**config.mk**
```make
export PLATFORM = sky130hd
export DESIGN_NAME = debounce_array
export DESIGN_NICKNAME = d
export VERILOG_FILES = /design/src/rtl/debounce_pkg.sv /design/src/rtl/debounce_channel.sv /design/src/rtl/debounce_array.sv
export SDC_FILE = /design/constraint.sdc
export NUM_CORES = 1
export LEC_CHECK = 0
export CAP_MARGIN = 30
export CORE_ASPECT_RATIO = 1.4
export CORE_MARGIN = 2
export CORE_UTILIZATION = 40
export CTS_CLUSTER_DIAMETER = 80
export DETAILED_ROUTE_END_ITERATION = 7
export GPL_TIMING_DRIVEN = 1
export SLEW_MARGIN = 40
export SYNTH_ARGS = -nofsm -noshare
export SYNTH_HDL_FRONTEND = slang
export SYNTH_SLANG_ARGS = --single-unit
export TNS_END_PERCENT = 100
```
**constraint.sdc**
```tcl
create_clock -name clk -period 4.2 [get_ports clk]
set_input_delay 0.84 -clock clk [delete_from_list [all_inputs] [get_ports clk]]
set_output_delay 0.84 -clock clk [all_outputs]
set_load 0.05 [all_outputs]
```
**src/rtl/debounce_pkg.sv**
```systemverilog
// debounce_pkg: shared constants and helpers for the multi-channel key debouncer.
//   clog2()                    constant ceiling-log2, used for counter widths
//   DEB_SAMPLE_DEFAULT         default stability window (cycles)
//   DEB_REPEAT_DELAY_DEFAULT   default delay before the first auto-repeat (cycles)
//   DEB_REPEAT_PERIOD_DEFAULT  default spacing of later auto-repeats (cycles)
`timescale 1ns/1ps
package debounce_pkg;

  localparam int unsigned DEB_SAMPLE_DEFAULT        = 32'h000F_FFFF;
  localparam int unsigned DEB_REPEAT_DELAY_DEFAULT  = 32'h00FF_FFFF;
  localparam int unsigned DEB_REPEAT_PERIOD_DEFAULT = 32'h003F_FFFF;

  // Smallest r with 2**r >= v. Callers pass MAX+1, so the result can hold MAX.
  function automatic int unsigned clog2(input int unsigned v);
    int unsigned r;
    r = 0;
    for (int i = 0; i < 32; i++) begin
      if ((32'd1 << i) < v) r = i + 1;
    end
    return r;
  endfunction

endpackage

```
**src/rtl/debounce_channel.sv**
```systemverilog
// debounce_channel: one debounced key.
//   2-flop synchroniser -> single up-counter stability filter -> registered
//   level with one-cycle rise/fall pulses. Optional auto-repeat pulses while
//   the level is held high, enabled by the macro DEBOUNCE_REPEAT_EN.
// Ports:
//   clk     system clock, rising edge
//   rst     asynchronous active-high reset
//   key_i   raw asynchronous input
//   level_o debounced level
//   rise_o  one-cycle pulse when level_o goes 0->1
//   fall_o  one-cycle pulse when level_o goes 1->0
//   rpt_o   auto-repeat pulse (constant 0 without DEBOUNCE_REPEAT_EN)
`timescale 1ns/1ps
module debounce_channel import debounce_pkg::*; #(
  parameter int unsigned SAMPLE_TIME   = DEB_SAMPLE_DEFAULT,
  parameter int unsigned CNT_W         = clog2(SAMPLE_TIME + 1)
`ifdef DEBOUNCE_REPEAT_EN
  ,
  parameter int unsigned REPEAT_DELAY  = DEB_REPEAT_DELAY_DEFAULT,
  parameter int unsigned REPEAT_PERIOD = DEB_REPEAT_PERIOD_DEFAULT
`endif
) (
  input  logic clk,
  input  logic rst,
  input  logic key_i,
  output logic level_o,
  output logic rise_o,
  output logic fall_o,
  output logic rpt_o
);

  localparam logic [CNT_W-1:0] CNT_LAST = CNT_W'(SAMPLE_TIME - 1);

  logic             s1_q, s1_d;
  logic             s2_q, s2_d;
  logic [CNT_W-1:0] cnt_q, cnt_d;
  logic             level_q, level_d;
  logic             rise_q, rise_d;
  logic             fall_q, fall_d;

  // The counter only runs while the synchronised input disagrees with the
  // stable level; any agreement throws the partial count away.
  always_comb begin
    s1_d    = key_i;
    s2_d    = s1_q;
    cnt_d   = cnt_q;
    level_d = level_q;
    rise_d  = 1'b0;
    fall_d  = 1'b0;
    if (s2_q == level_q) begin
      cnt_d = '0;
    end else if (cnt_q == CNT_LAST) begin
      level_d = s2_q;
      cnt_d   = '0;
      rise_d  = s2_q;
      fall_d  = ~s2_q;
    end else begin
      cnt_d = cnt_q + 1'b1;
    end
  end

  always_ff @(posedge clk or posedge rst) begin
    if (rst) begin
      s1_q    <= 1'b0;
      s2_q    <= 1'b0;
      cnt_q   <= '0;
      level_q <= 1'b0;
      rise_q  <= 1'b0;
      fall_q  <= 1'b0;
    end else begin
      s1_q    <= s1_d;
      s2_q    <= s2_d;
      cnt_q   <= cnt_d;
      level_q <= level_d;
      rise_q  <= rise_d;
      fall_q  <= fall_d;
    end
  end

  assign level_o = level_q;
  assign rise_o  = rise_q;
  assign fall_o  = fall_q;

`ifdef DEBOUNCE_REPEAT_EN
  localparam int unsigned RPT_MAX = (REPEAT_DELAY > REPEAT_PERIOD) ? REPEAT_DELAY : REPEAT_PERIOD;
  localparam int unsigned RPT_W   = clog2(RPT_MAX + 1);
  localparam logic [RPT_W-1:0] RPT_DLY_LAST = RPT_W'(REPEAT_DELAY - 1);
  localparam logic [RPT_W-1:0] RPT_PER_LAST = RPT_W'(REPEAT_PERIOD - 1);

  logic [RPT_W-1:0] rcnt_q, rcnt_d;
  logic             first_q, first_d;
  logic             rpt_q, rpt_d;
  logic [RPT_W-1:0] rpt_lim;

  // Decisions use the next-cycle level/rise so the counter starts in the same
  // cycle the rise pulse appears, and a fall suppresses a repeat that would
  // otherwise coincide with it.
  always_comb begin
    rcnt_d  = rcnt_q;
    first_d = first_q;
    rpt_d   = 1'b0;
    rpt_lim = first_q ? RPT_DLY_LAST : RPT_PER_LAST;
    if (!level_d || rise_d) begin
      rcnt_d  = '0;
      first_d = 1'b1;
    end else if (rcnt_q == rpt_lim) begin
      rpt_d   = 1'b1;
      rcnt_d  = '0;
      first_d = 1'b0;
    end else begin
      rcnt_d = rcnt_q + 1'b1;
    end
  end

  always_ff @(posedge clk or posedge rst) begin
    if (rst) begin
      rcnt_q  <= '0;
      first_q <= 1'b1;
      rpt_q   <= 1'b0;
    end else begin
      rcnt_q  <= rcnt_d;
      first_q <= first_d;
      rpt_q   <= rpt_d;
    end
  end

  assign rpt_o = rpt_q;
`else
  assign rpt_o = 1'b0;
`endif

endmodule

```
**src/rtl/debounce_array.sv**
```systemverilog
// debounce_array: NUM_CH independent key debouncers plus a shared event flag.
//   Optional auto-repeat is enabled by defining DEBOUNCE_REPEAT_EN; otherwise
//   key_rpt is constant 0 and REPEAT_* only take part in the parameter check.
// Ports:
//   clk        system clock, rising edge
//   rst        asynchronous active-high reset
//   key_in     raw asynchronous inputs [NUM_CH]
//   key_out    debounced levels
//   key_rise   one-cycle 0->1 pulses
//   key_fall   one-cycle 1->0 pulses
//   key_rpt    auto-repeat pulses
//   any_event  registered OR of all pulses, one cycle after them
`timescale 1ns/1ps
module debounce_array import debounce_pkg::*; #(
  parameter int unsigned NUM_CH        = 4,
  parameter int unsigned SAMPLE_TIME   = DEB_SAMPLE_DEFAULT,
  parameter int unsigned CNT_W         = clog2(SAMPLE_TIME + 1),
  parameter int unsigned REPEAT_DELAY  = DEB_REPEAT_DELAY_DEFAULT,
  parameter int unsigned REPEAT_PERIOD = DEB_REPEAT_PERIOD_DEFAULT
) (
  input  logic              clk,
  input  logic              rst,
  input  logic [NUM_CH-1:0] key_in,
  output logic [NUM_CH-1:0] key_out,
  output logic [NUM_CH-1:0] key_rise,
  output logic [NUM_CH-1:0] key_fall,
  output logic [NUM_CH-1:0] key_rpt,
  output logic              any_event
);

  // Zero-length windows or channel counts have no meaningful implementation.
  if (NUM_CH < 1 || SAMPLE_TIME < 1 || REPEAT_DELAY < 1 || REPEAT_PERIOD < 1) begin : g_bad_params
    $error("debounce_array: NUM_CH, SAMPLE_TIME, REPEAT_DELAY and REPEAT_PERIOD must all be >= 1");
  end

  for (genvar i = 0; i < NUM_CH; i++) begin : g_ch
    debounce_channel #(
      .SAMPLE_TIME   (SAMPLE_TIME),
      .CNT_W         (CNT_W)
`ifdef DEBOUNCE_REPEAT_EN
      ,
      .REPEAT_DELAY  (REPEAT_DELAY),
      .REPEAT_PERIOD (REPEAT_PERIOD)
`endif
    ) u_ch (
      .clk     (clk),
      .rst     (rst),
      .key_i   (key_in[i]),
      .level_o (key_out[i]),
      .rise_o  (key_rise[i]),
      .fall_o  (key_fall[i]),
      .rpt_o   (key_rpt[i])
    );
  end

  logic any_event_q, any_event_d;

  always_comb begin
    any_event_d = |(key_rise | key_fall | key_rpt);
  end

  always_ff @(posedge clk or posedge rst) begin
    if (rst) any_event_q <= 1'b0;
    else     any_event_q <= any_event_d;
  end

  assign any_event = any_event_q;

endmodule

```
# --- After elaboration in Yosys (flattened, before gate mapping) ---
# Index checks and enable logic that the tools add are counted.
word_totals:
  register_bits: 101
  in_bits: 6
  output_inout_bits: 17
op_classes:
  add_sub_neg: 4
  n_eq_ne: 8
  n_mux: 24
  bitwise: 9
  n_reduce_logical: 5
op_table:
  columns: ["cell", "count"]
  rows:
  - ["$mux 20", 8]
  - ["$add 20x1->20 const B", 4]
  - ["$eq 20x20->1 const B", 4]
  - ["$mux 1", 16]
  - ["$not 1->1", 8]
  - ["$reduce_and 2->1", 4]
  - ["$eq 1x1->1", 4]
  - ["$or 4x4->4", 1]
  - ["$reduce_or 4->1", 1]

# --- Logic depth before layout (Yosys ltp) ---
# Gate-level depths: netlist of run 1.
depth:
  word_depth: 3
  depth_mapped: 8
  depth_no_buf: 6

# --- Modules after synthesis ---
# Synthesis of run 1 repeated with hierarchy kept, for this count alone.
unflattened:
  hier_cells: 478
  area_unflattened_um2: 4902.2
modules_own_cells:
  columns: ["module", "instances", "cells_each", "area_each_um2", "seq_area_each_um2"]
  rows:
  - ["debounce_channel", 4, 118, 1212.4, 625.6]
  - ["debounce_array", 1, 6, 52.6, 25.0]

# --- Worst setup path after synthesis of run 1 ---
# Ideal clock, no wire load.
synth_timing:
  kind: "reg-to-reg"
  start: "reg g_ch[3].u_ch.cnt_q[7]"
  end: "reg g_ch[3].u_ch.level_q"
  setup_ns: 0.125
  arrival_time_ns: 1.735
  required_time_ns: 4.075
  setup_slack_ns: 2.340
  stages_incl_launch_ff: 5
  path_buffers: 0
  period_less_slack_ns: 1.860
  cell_sequence: "dfrtp_1 -> nand4_4 -> or4b_4 -> or2_4 -> mux2_4"
synth_via:
  elab_chain_len: 2
synth_lines:
  columns: ["item", "line_no", "source"]
  rows:
  - ["from (decl)", "debounce_channel.sv:36", "logic [CNT_W-1:0] cnt_q, cnt_d;"]
  - ["from (signal assigned)", "debounce_channel.sv:73", "cnt_q <= cnt_d;"]
  - ["$eq 20x20->1", "debounce_channel.sv:52", "end else if (cnt_q == CNT_LAST) begin"]
  - ["$reduce_and 2->1 (no line)", null, null]
  - ["to (signal assigned)", "debounce_channel.sv:74", "level_q <= level_d;"]
  - ["to (decl)", "debounce_channel.sv:37", "logic level_q, level_d;"]
# Every way passes these cells.
# A chain may end at the register's enable or synchronous reset.

# --- Worst setup path in the final report of run 1 ---
layout_timing:
  start: "reg g_ch[1].u_ch.level_q"
  end: "out key_out[1]"
layout_lines:
  columns: ["item", "line_no", "source"]
  rows:
  - ["from (decl)", "debounce_channel.sv:37", null]
  - ["from (signal assigned)", "debounce_channel.sv:74", null]
  - ["to (decl)", "debounce_array.sv:24", "output logic [NUM_CH-1:0] key_out,"]
# No word-level cell between the ends.

==> qor_table.md, run 1 <==
| Step | Item | Reported |
|---|---|---|
| run status | Run status | completed |
| sta | Final critical-path share of the clock period | 0.5889 |
| sta | Count of final setup violators | 0 |
| layout | Final cell area excluding filler cells | 5431 sq um |
| sta | Worst-Margin Slew | 0.6912 ns |
| clock tree | Clk Latency, worst-skew pair | 0.35 ns |
| routing | Count of antenna-violating nets left after detailed routing | 0 |
| worst setup path | Reg-to-Reg Start | g_ch[1].u_ch.cnt_q[8]$_DFF_PP0_ |
| global routing | Pin count of the biggest net entering global routing | 52 |
| layout | Share of layout cells above drive strength 1 | 0.06982 |
| floorplan | Die span in x | 97.18 um |
| yosys | Most common cell in the synthesized netlist | dfrtp_1 |
| sta | Number of endpoints with negative hold slack in the final report | 0 |
| yosys | Number of unique standard cell types used by synthesis | 44 |
| clock tree | Number of sinks handled by clock tree synthesis | 101 |
| yosys | Post-synthesis adder-cell area fraction | 0.02059 |
| layout | Post-synthesis to final-layout area growth | 11.71% |
| yosys | Number of synthesized flops with an enable pin | 0 |
| layout | Final antenna diode count | 0 |
| worst setup path | Critical path launch point | g_ch[1].u_ch.level_o$_DFFE_PP0P_ |
| routing | Iteration-0 DRC count of the detailed router | 157 |
| routing | Vias | 3,308 |
| worst setup path | Critical path buffer and inverter count | 1 |
| yosys | Mux contribution to synthesized area | 0.01209 |
| yosys | Yosys top cell area share | 0.5198 |
| global routing | Antenna violations before repair | 0 |
| sta | Final Max Slew Viols | 0 |
| yosys | Share of the synthesized area in compound gates (AO/OA/AOI/OAI) | 0.04761 |
| routing | DR vias/cell | 5.218 |
| global routing | GRT Max-Usage Layer | met2 |
| clock tree | Deepest clock path buffer count | 2 |
| sta | Worst slew margin relative to its limit | 0.5391 |
| worst setup path | CP Capture Type | primary output |
| global routing | Met2 GRT Util | 0.2334 |
| yosys | Syn avg cell area | 10.24 sq um |
| sta | Unrepaired setup endpoints after global routing | false |
| floorplan | Starting Density | 0.4113 |
| worst setup path | Slowest cell delay on critical path | 0.84 ns |
| global routing | Vias in the first global route | 3,293 |
| clock tree | Clock transition time at the flip-flop clock pins of the worst setup and hold paths | 0.07 ns |
| clock tree | Cell at the root of the clock tree | clkbuf_16 |
| yosys | XOR/XNOR share of the synthesized area | 0.1189 |
| yosys | Number of synthesized register bits | 101 |
| floorplan | Cell row count | 47 |
| sta | Worst hold slack | 0.3539 ns |
| global routing | Met3 Resource Use GR | 0.03623 |
| worst setup path | Critical path startpoint category | flop |
| yosys | Syn Inst Count | 475 |
| placed design | Weighted congestion at the end of routability-driven global placement | 0.7591 |
| sta | Final Critical Period | 2.473 ns |
| global routing | Total gr overflow | 0 |
| placed design | Area post-placement | 5085 sq um |
| pwr | Leakage dissipation | 2.163 nW |
| worst setup path | CP Max Fanout | 6 |
| clock tree | Cts repair resizes | 0 |
| flow run | Maximum capacitance violations | 0 |
| worst setup path | Family with the most delay on the worst path | buffers and inverters |
| floorplan | Die height | 134.5 um |
| routing | DRC violation count after routing | 0 |
| floorplan | Standard cell core area | 11,820 sq um |
| yosys | Post-synthesis simple-gate area fraction | 0.2298 |
| floorplan | Die footprint | 13,070 sq um |
| min path | Hold_sp | g_ch[0].u_ch.s1_q$_DFF_PP0_ |
| yosys | Most used flip-flop cell after synthesis | dfrtp_1 |
| clock tree | Number of H-tree branching levels | 3 |
| worst setup path | Worst setup path category | flop to primary output |
| floorplan | Boundary Pins | 23 |
| layout | Net total in the final layout | 497 |
| worst setup path | Worst path slowest cell | clkdlybuf4s50_1 |
| global routing | Global routing usage summed across all routing layers | 0.1427 |
| clock tree | Hold-fix buffers, CTS | 0 |
| routing | Wire per inst | 13.59 um |
| clock tree | Buffer count from post-CTS setup fixing | 0 |
| pwr | Cell area power density | 373.2 nW/um^2 |
| yosys | Sequential cell area fraction in the yosys report | 0.5198 |
| placed design | Port bufs | 18 |
| yosys | Area of the mapped netlist | 4862 sq um |
| sta | Final Skew | 0.006498 ns |
| pwr | Peak supply drop | 304.3 uV |
| yosys | Synth area leader | dfrtp_1 |
| placed design | Placed wire-length estimate | 5888 um |
| clock tree | TritonCTS clock tree | yes |
| worst setup path | Required time at the worst-slack endpoint | 3.36 ns |
| global routing | Met1 track demand over resource in global routing | 0.1813 |
| yosys | Commonest cells in the netlist | dfrtp_1 (101), nor2_1 (82), xnor2_1 (49) |
| global routing | Wire length of the first global-routing pass | 15,190 um |
| yosys | Combinational family with the most area after synthesis | simple AND/OR/NAND/NOR gates |
| yosys | Leading cell types by total area after synthesis | dfrtp_1 (52%), xnor2_1 (8.8%), nor2_1 (6.3%), nand4_1 (3.1%), nor4_1 (3.1%) |
| sta | Setup TNS | 0 ns |
| yosys | Ys async rst share | 1.000 |
| min path | Worst min-delay path category | flop to flop |
| worst setup path | CP cell instances | clkdlybuf4s50_1 |
| clock tree | Number of CTS-inserted buffers | 9 |
| routing | Detailed-router iteration count before antenna repair | 4 |
| routing | Total wirelength of the detailed-routed design | 8614 um |
| sta | Peak clock frequency supported by timing | 0.4043 GHz |
| yosys | Syn. warnings | 0 |
| worst setup path | Crit path arrival time | 1.63 ns |
==> flip-flops by register name, summed over array words and instances (netlist names) <==
signal,flops
g_ch.u_ch.cnt_q,80
g_ch.u_ch.level_o,4
g_ch.u_ch.s1_q,4
g_ch.u_ch.fall_o,4
g_ch.u_ch.rise_o,4
any_event,1
g_ch.u_ch.s2_q,4
==> power by group <==
| part | internal (mW) | leakage (nW) | switching [mW] |
|---|---|---|---|
| clock | 0.598 | 0.169 | 0.360 |
| combinational | 0.0181 | 0.611 | 0.0481 |
| sequential | 0.985 | 1.38 | 0.0166 |
| total | 1.60 | 2.16 | 0.425 |
==> kinds of logic after synthesis <==
logic type / count (synthesis)
xor+xnor: 66
flops: 101
fa+ha+maj: 8
other cells: 1
simple gates: 218
buf+inv: 46
compound gates: 30
mux: 5
==> metal layers <==
layer / vias to the layer above / share of wire
met4: 0 / 0.020
met5: - / 0
met3: 11 / 0.030
met2: 37 / 0.48
met1: 1615 / 0.47
li1: 1645 / -
==> layout make-up <==
class | count | area (sq um)
Inverter | 20 | 77.57
Clock buffer | 10 | 239.0
Clock inverter | 5 | 107.6
Multi-Input combinational cell | 331 | 2101
Sequential cell | 101 | 2527
Timing Repair Buffer | 20 | 195.2
Fill cell | 1081 | 6389
Tap cell | 147 | 183.9
==> path summary, 6_finish.rpt <==
check / to / slack (ns) / cells past startpoint
max: key_out[1] / 1.73 / 1
min: g_ch[0].u_ch.s2_q$_DFF_PP0_ / 0.35 / 0
max reg2reg: g_ch[1].u_ch.cnt_q[10]$_DFF_PP0_ / 1.97 / 4
min reg2reg: g_ch[0].u_ch.s2_q$_DFF_PP0_ / 0.35 / 0
max in group asynchronous: g_ch[3].u_ch.cnt_q[3]$_DFF_PP0_ / 2.49 / 3
min in group asynchronous: g_ch[1].u_ch.cnt_q[5]$_DFF_PP0_ / 0.93 / 2
==> placed cells by master (no fill, tap or decap), drive strengths merged, types with 3 or more instances in the layout <==
cell             n
nor3            23
bufinv           3
inv             21
mux2             4
nor4            24
clkdlybuf4s50   18
o21ai            7
clkbuf          10
nand2           21
conb             4
xor2            17
nand4           26
ha               8
or2              3
a21o             3
xnor2           49
a32o             5
nor3b            8
nor2            82
nand3           20
dfrtp          101
and4             4
a21oi            5
==> through the flow <==
| step | total power, mW | instances | util | setup slack, ns |
|---|---|---|---|---|
| after CTS | 2.060 | 634 | 0.4595 | 1.711 |
| final | 2.027 | 634 | 0.4595 | 1.727 |
| after floorplan | 1.071 | 478 | - | 0.7129 |
| after detailed placement | 1.089 | 619 | 0.4302 | 1.957 |
| after global placement | 1.086 | 619 | 0.4302 | 2.038 |
| after global routing | 2.108 | 634 | 0.4595 | 1.642 |
Note: power is estimated with default switching activity, not from simulation.
==> run 2: changes to the inputs <==
Clock period 4.2 ns to 2.2 ns, I/O delays scaled along.
==> run 2 against run 1 <==
Net effect:
- register-to-register slack got worse by 1.7 ns
- sequential cell count did not move
- count of clock-buffer cells in the layout rose by 2
- hold slack got worse by 0.0053 ns
- global-route usage rose by 0.27 points
- power rose by 74%
- setup slack got worse by 1.6 ns
- clock power rose by 54%
- routed wire length rose by 0.46%
- critical path type unchanged
- critical endpoint is now key_out[0]
- highest routed layer unchanged
==> qor_table.md, run 2 (synthesized netlist as in run 1, its figures left out) <==
| Step | Item | Reported | Delta |
|---|---|---|---|
| run status | Run status | completed | unchanged |
| placed design | Weighted congestion at the end of routability-driven global placement | 0.7744 | was 0.7591 |
| layout | Final antenna diode count | 0 | unchanged |
| min path | Worst min-delay path category | flop to flop | unchanged |
| layout | Final cell area excluding filler cells | 5503 sq um | was 5431 sq um |
| worst setup path | CP cell instances | clkdlybuf4s50_1 | unchanged |
| clock tree | Hold-fix buffers, CTS | 0 | unchanged |
| layout | Register with the most flip-flops | g_ch.u_ch.cnt_q | unchanged |
| clock tree | Number of CTS-inserted buffers | 9 | unchanged |
| sta | Peak clock frequency supported by timing | 0.4812 GHz |  |
| worst setup path | Crit path arrival time | 1.64 ns | was 1.63 ns |
| sta | Number of endpoints with negative hold slack in the final report | 0 | unchanged |
| placed design | Placed Cells incl. Taps | 634 | was 619 |
| clock tree | Cell at the root of the clock tree | clkbuf_16 | unchanged |
| sta | Final critical-path share of the clock period | 0.9446 |  |
| pwr | Cell area power density | 642.2 nW/um^2 | was 373.2 nW/um^2 |
| clock tree | Cts repair resizes | 0 | unchanged |
| sta | PnR worst setup slack | 0.1219 ns | was 1.727 ns |
| sta | Worst slew margin relative to its limit | 0.6074 | was 0.5391 |
| sta | Setup TNS | 0 ns | unchanged |
| global routing | Wire length of the first global-routing pass | 15,490 um | was 15,190 um |
| global routing | Pin count of the biggest net entering global routing | 58 | was 52 |
| layout | Most frequent cells in the layout | dfrtp_1 (101), nor2_1 (82), xnor2_1 (49), nand4_1 (24), nor4_1 (24) | unchanged |
| clock tree | Clock transition time at the flip-flop clock pins of the worst setup and hold paths | 0.07 ns | about the same |
| worst setup path | CP Max Fanout | 5 | was 6 |
| sta | Final Critical Period | 2.078 ns |  |
| floorplan | Boundary Pins | 23 | unchanged |
| worst setup path | Required time at the worst-slack endpoint | 1.76 ns | was 3.36 ns |
| clock tree | TritonCTS clock tree | yes | unchanged |
| worst setup path | CP Capture Type | primary output | unchanged |
| floorplan | Cell row count | 47 | unchanged |
| worst setup path | Family with the most delay on the worst path | buffers and inverters | unchanged |
| placed design | Setup WS pre-CTS | 0.2036 ns | was 1.957 ns |
| worst setup path | Critical path startpoint category | flop | unchanged |
| floorplan | Die footprint | 13,070 sq um | unchanged |
| worst setup path | Worst setup path category | flop to primary output | unchanged |
| floorplan | Die height | 134.5 um | unchanged |
| layout | Post-synthesis to final-layout area growth | 13.18% | was 11.71% |
| routing | Count of antenna-violating nets left after detailed routing | 0 | unchanged |
| layout | Share of layout cells above drive strength 1 | 0.09543 | was 0.06982 |
| placed design | Port bufs | 18 | unchanged |
| sta | Final Skew | 0.01075 ns | was 0.006498 ns |
| placed design | Area post-placement | 5224 sq um | was 5085 sq um |
| layout | Number of fill cells | 1,103 | was 1,081 |
| global routing | Vias in the first global route | 3,313 | was 3,293 |
| sta | Worst hold slack | 0.3486 ns | was 0.3539 ns |
| sta | Worst-Margin Slew | 0.5835 ns | was 0.6912 ns |
| floorplan | Standard cell core area | 11,820 sq um | unchanged |
| sta | Count of final setup violators | 0 | unchanged |
| clock tree | Clk Latency, worst-skew pair | 0.34 ns | was 0.35 ns |
| clock tree | Deepest clock path buffer count | 2 | unchanged |
| clock tree | Number of H-tree branching levels | 3 | unchanged |
| routing | Total wirelength of the detailed-routed design | 8654 um | was 8614 um |
| layout | Flip-flop count of the largest register, all copies and words added | 80 | unchanged |
| routing | Vias | 3,366 | was 3,308 |
| layout | Post-layout instance count excluding filler cells | 650 | was 634 |
| clock tree | Number of sinks handled by clock tree synthesis | 101 | unchanged |
| clock tree | Buffer count from post-CTS setup fixing | 0 | unchanged |
| global routing | Antenna violations before repair | 0 | unchanged |
| floorplan | Starting Density | 0.4113 | unchanged |
| worst setup path | Worst path slowest cell | clkdlybuf4s50_1 | unchanged |
| pwr | Post-layout power | 3.534 mW | was 2.027 mW |
| worst setup path | Critical path buffer and inverter count | 1 | unchanged |
| floorplan | Die span in x | 97.18 um | unchanged |
| pwr | Leakage dissipation | 2.195 nW | was 2.163 nW |
| flow run | Maximum capacitance violations | 0 | unchanged |
| layout | FF/Latch Area | 2527 sq um | unchanged |
| routing | Wire per inst | 13.31 um | was 13.59 um |
| sta | Final Max Slew Viols | 0 | unchanged |
| global routing | Total gr overflow | 0 | unchanged |
| layout | Most common library cell in the layout ignoring fill and taps | dfrtp_1 | unchanged |
| pwr | Peak supply drop | 358.8 uV | was 304.3 uV |
| routing | Iteration-0 DRC count of the detailed router | 192 | was 157 |
| routing | DR vias/cell | 5.178 | was 5.218 |
| placed design | Placed wire-length estimate | 6162 um | was 5888 um |
| global routing | Global routing usage summed across all routing layers | 0.1454 | was 0.1427 |
| routing | DRC violation count after routing | 0 | unchanged |
| layout | Area occupied by multi-input gates | 2101 sq um | unchanged |
| sta | Unrepaired setup endpoints after global routing | false | unchanged |
| layout | Final core utilization | 0.4655 | was 0.4595 |
| routing | Detailed-router iteration count before antenna repair | 4 | unchanged |
| worst setup path | Slowest cell delay on critical path | 0.84 ns | about the same |
| layout | Net total in the final layout | 512 | was 497 |
run 2: power by group:
part           switching [mW]  leakage (nW)  total (mW)  internal [mW]
Combinational          0.0935         0.683       0.140         0.0460
Sequential             0.0298          1.38        1.91           1.88
Clock                   0.678         0.129        1.48          0.805
run 2: metal layers:
metal | routed length [um] | vias up | global-route usage
met2 | 4208 | 45 | 0.2377
met4 | 190 | 0 | 0.06416
li1 | - | 1683 | -
met3 | 236 | 15 | 0.02899
met5 | 0 | - | 0
met1 | 4018 | 1623 | 0.1885
run 2: final timing paths:
| path | slack [ns] | cells past startpoint | end | startpoint |
|---|---|---|---|---|
| max | 0.12 | 1 | key_out[0] | g_ch[0].u_ch.level_o$_DFFE_PP0P_ |
| min | 0.35 | 0 | g_ch[1].u_ch.s2_q$_DFF_PP0_ | g_ch[1].u_ch.s1_q$_DFF_PP0_ |
| max reg2reg | 0.23 | 4 | g_ch[3].u_ch.level_o$_DFFE_PP0P_ | g_ch[3].u_ch.cnt_q[7]$_DFF_PP0_ |
| min reg2reg | 0.35 | 0 | g_ch[1].u_ch.s2_q$_DFF_PP0_ | g_ch[1].u_ch.s1_q$_DFF_PP0_ |
| max in group asynchronous | 1.20 | 3 | g_ch[0].u_ch.cnt_q[1]$_DFF_PP0_ | rst |
| min in group asynchronous | 0.40 | 2 | g_ch[2].u_ch.cnt_q[16]$_DFF_PP0_ | rst |
run 2: layout make-up:
class / count / share of cell area
flip-flops and latches: 101 / 0.4593
repair buffers: 35 / 0.06048
multi-input cells: 331 / 0.3818
clock buffers: 12 / 0.04479
clock inverters: 4 / 0.005912
inverters: 20 / 0.01432
well taps: 147 / 0.03342
==> run 3: changes to the inputs <==
Settings changed: CORE_UTILIZATION 40 to 52, CTS_BUF_LIST from default to sky130_fd_sc_hd__clkbuf_8, PLACE_DENSITY from default to 0.73.
Clock period 2.2 ns to 1.9 ns, I/O delays scaled along.
==> run 3 against run 2 <==
Net effect:
- the run now ends with design-rule violations left
- highest routed layer unchanged
- count of clock-buffer cells in the layout fell by 2
- via count rose by 3.7%
- power rose by 4.9%
- cell area fell by 0.93%
- routed wire length rose by 5.5%
- non-clock buffer count rose by 11
- combinational power rose by 26%
- sequential power rose by 16%
- setup slack got worse by 0.075 ns
- utilization rose by 13 points
- sequential share of layout area rose by 0.43 points
==> qor_table.md, run 3 (synthesized netlist as in run 1, its figures left out) <==
| Step | Item | Reported | Delta |
|---|---|---|---|
| sta | Final Skew | 0.01041 ns | was 0.01075 ns |
| clock tree | Buffer count from post-CTS setup fixing | 0 | unchanged |
| worst setup path | Critical path buffer and inverter count | 1 | unchanged |
| global routing | Pin count of the biggest net entering global routing | 39 | was 58 |
| sta | Number of endpoints with negative hold slack in the final report | 0 | unchanged |
| worst setup path | CP Max Fanout | 1 | was 5 |
| worst setup path | CP Capture Type | primary output | unchanged |
| sta | Peak clock frequency supported by timing | 0.5395 GHz |  |
| floorplan | Standard cell core area | 9080 sq um | was 11,820 sq um |
| clock tree | Deepest clock path buffer count | 2 | unchanged |
| clock tree | Number of H-tree branching levels | 3 | unchanged |
| sta | Final Max Slew Viols | 0 | unchanged |
| routing | Wire per inst | 14.70 um | was 13.31 um |
| flow run | Maximum capacitance violations | 0 | unchanged |
| clock tree | Number of CTS-inserted buffers | 9 | unchanged |
| worst setup path | CP cell instances | clkdlybuf4s50_1 | unchanged |
| routing | Count of antenna-violating nets left after detailed routing | 0 | unchanged |
| min path | Worst min-delay path category | flop to flop | unchanged |
| floorplan | Boundary Pins | 23 | unchanged |
| worst setup path | Required time at the worst-slack endpoint | 1.52 ns | was 1.76 ns |
| routing | Detailed-router iteration count before antenna repair | 6 | was 4 |
| worst setup path | Register-to-register setup slack | 0.08 ns | was 0.23 ns |
| placed design | Weighted congestion at the end of routability-driven global placement | 0.8383 | was 0.7744 |
| layout | Final cell area excluding filler cells | 5451 sq um | was 5503 sq um |
| min path | Hold_sp | g_ch[3].u_ch.s1_q$_DFF_PP0_ | was g_ch[1].u_ch.s1_q$_DFF_PP0_ |
| sta | Worst slew margin relative to its limit | 0.6200 | was 0.6074 |
| global routing | Total gr overflow | 0 | unchanged |
| global routing | Global routing usage summed across all routing layers | 0.1957 | was 0.1454 |
| floorplan | Starting Density | 0.5355 | was 0.4113 |
| worst setup path | Number of cell instances on the worst register-to-register path | 4 | unchanged |
| routing | Total wirelength of the detailed-routed design | 9128 um | was 8654 um |
| worst setup path | Family with the most delay on the worst path | buffers and inverters | unchanged |
| clock tree | Number of sinks handled by clock tree synthesis | 101 | unchanged |
| worst setup path | Reg-to-Reg Start | g_ch[0].u_ch.cnt_q[13]$_DFF_PP0_ | was g_ch[3].u_ch.cnt_q[7]$_DFF_PP0_ |
| clock tree | Clk Latency, worst-skew pair | 0.36 ns | was 0.34 ns |
| pwr | Leakage dissipation | 2.279 nW | was 2.195 nW |
| worst setup path | Slowest cell delay on critical path | 0.79 ns | was 0.84 ns |
| floorplan | Die height | 118.4 um | was 134.5 um |
| floorplan | Die footprint | 10,150 sq um | was 13,070 sq um |
| worst setup path | Crit path arrival time | 1.47 ns | was 1.64 ns |
| global routing | Vias in the first global route | 3,498 | was 3,313 |
| sta | Setup TNS | 0 ns | unchanged |
| layout | Net total in the final layout | 523 | was 512 |
| layout | Post-synthesis to final-layout area growth | 12.12% | was 13.18% |
| global routing | Wire length of the first global-routing pass | 15,900 um | was 15,490 um |
| sta | Worst-Margin Slew | 0.5648 ns | was 0.5835 ns |
| clock tree | Cell at the root of the clock tree | clkbuf_8 | was clkbuf_16 |
| clock tree | TritonCTS clock tree | yes | unchanged |
| placed design | Port bufs | 18 | unchanged |
| pwr | Cell area power density | 679.9 nW/um^2 | was 642.2 nW/um^2 |
| run status | Run status | finished, violations left | was completed |
| layout | Most frequent cells in the layout | dfrtp_1 (101), nor2_1 (82), xnor2_1 (49), buf_4 (29) | was dfrtp_1 (101), nor2_1 (82), xnor2_1 (49), nand4_1 (24), nor4_1 (24) |
| worst setup path | End of the worst register-to-register path | g_ch[0].u_ch.level_o$_DFFE_PP0P_ | was g_ch[3].u_ch.level_o$_DFFE_PP0P_ |
| min path | Hold Path End | g_ch[3].u_ch.s2_q$_DFF_PP0_ | was g_ch[1].u_ch.s2_q$_DFF_PP0_ |
| clock tree | Hold-fix buffers, CTS | 0 | unchanged |
| routing | Vias | 3,489 | was 3,366 |
| pwr | Peak supply drop | 431.8 uV | was 358.8 uV |
| worst setup path | Worst setup path category | flop to primary output | unchanged |
| sta | Unrepaired setup endpoints after global routing | false | unchanged |
| worst setup path | Worst path slowest cell | clkdlybuf4s50_1 | unchanged |
| layout | Share of layout cells above drive strength 1 | 0.1265 | was 0.09543 |
| routing | DRC violation count after routing | 3 | was 0 |
| global routing | Antenna violations before repair | 0 | unchanged |
| placed design | Area post-placement | 5269 sq um | was 5224 sq um |
| layout | Final antenna diode count | 0 | unchanged |
| layout | Most common library cell in the layout ignoring fill and taps | dfrtp_1 | unchanged |
| floorplan | Cell row count | 41 | was 47 |
| floorplan | Die span in x | 85.73 um | was 97.18 um |
| routing | Iteration-0 DRC count of the detailed router | 178 | was 192 |
| sta | Final critical-path share of the clock period | 0.9755 |  |
| layout | Flip-flop count of the largest register, all copies and words added | 80 | unchanged |
| sta | Final Critical Period | 1.854 ns |  |
| sta | Count of final setup violators | 0 | unchanged |
| clock tree | Clock transition time at the flip-flop clock pins of the worst setup and hold paths | 0.09 ns | was 0.07 ns |
| run status | Violated checks | design-rule violations |  |
| layout | Register with the most flip-flops | g_ch.u_ch.cnt_q | unchanged |
| placed design | Placed wire-length estimate | 6521 um | was 6162 um |
| worst setup path | WP depth | 1 | unchanged |
| min path | Hold Crit Depth | 0 | unchanged |
| routing | DR vias/cell | 5.618 | was 5.178 |
| worst setup path | Critical path startpoint category | flop | unchanged |
==> run 3: cell types whose count changed in the layout (fill, tap and decap cells not counted), moves of 2 or more <==
cell,previous run,this run
buf_4,15,29
clkdlybuf4s50_1,18,6
clkbuf_16,9,0
clkbuf_8,1,10
dlygate4sd2_1,0,7
clkinv_2,0,4
buf_12,2,4
clkbuf_1,2,0
clkinvlp_4,3,1
==> run 3: routing by layer <==
metal / wire (um) / vias to the layer above / track usage
met5: 0 / - / 0
met4: 206 / 0 / 0.08333
met3: 208 / 14 / 0.02723
met2: 4753 / 45 / 0.3345
met1: 3959 / 1738 / 0.2453
li1: - / 1692 / -
==> run 3: repair_timing <==
item,CTS,global route
setup endpoints to repair,7,1
pin swaps,0,1
resized for setup,7,0
==> run 3: cell type report <==
class                           count  area [sq um]
Clock buffer                       10         137.6
Tap cell                          107         133.9
Multi-Input combinational cell    331          2101
Sequential cell                   101          2527
Timing Repair Buffer               46         419.2
Fill cell                         741          3628
Clock inverter                      6         53.80
Inverter                           20         78.83
==> run 3: how the worst max path moves through the flow <==
stage                                                start                          endpoint
final                                  any_event$_DFF_PP0_                         any_event
after global routing                   any_event$_DFF_PP0_                         any_event
after CTS                              any_event$_DFF_PP0_                         any_event
after detailed placement  g_ch[0].u_ch.cnt_q[12]$_DFF_PP0_  g_ch[0].u_ch.level_o$_DFFE_PP0P_
after global placement     g_ch[3].u_ch.cnt_q[8]$_DFF_PP0_  g_ch[3].u_ch.level_o$_DFFE_PP0P_
after floorplan            g_ch[3].u_ch.cnt_q[7]$_DFF_PP0_  g_ch[3].u_ch.level_o$_DFFE_PP0P_
==> run 3: where the power goes <==
part	internal [mW]	switching (mW)	leakage, nW	total [mW]
sequential	2.18	0.0341	1.38	2.21
combinational	0.0632	0.113	0.790	0.176
clock	0.631	0.689	0.107	1.32
==> run 3: per-stage QoR <==
step                      std cells  total power, mW  utilization  hold WS, ns  setup slack, ns
after floorplan                 478            2.369            -       0.3312          0.03958
after global placement          605            2.427       0.5803       0.3354           0.1179
after detailed placement        605            2.433       0.5803       0.3386          0.08994
after CTS                       621            3.752       0.6004       0.3589          0.03033
after global routing            621            3.868       0.6004       0.3602        0.0009602
final                           621            3.707       0.6004       0.3558          0.04647
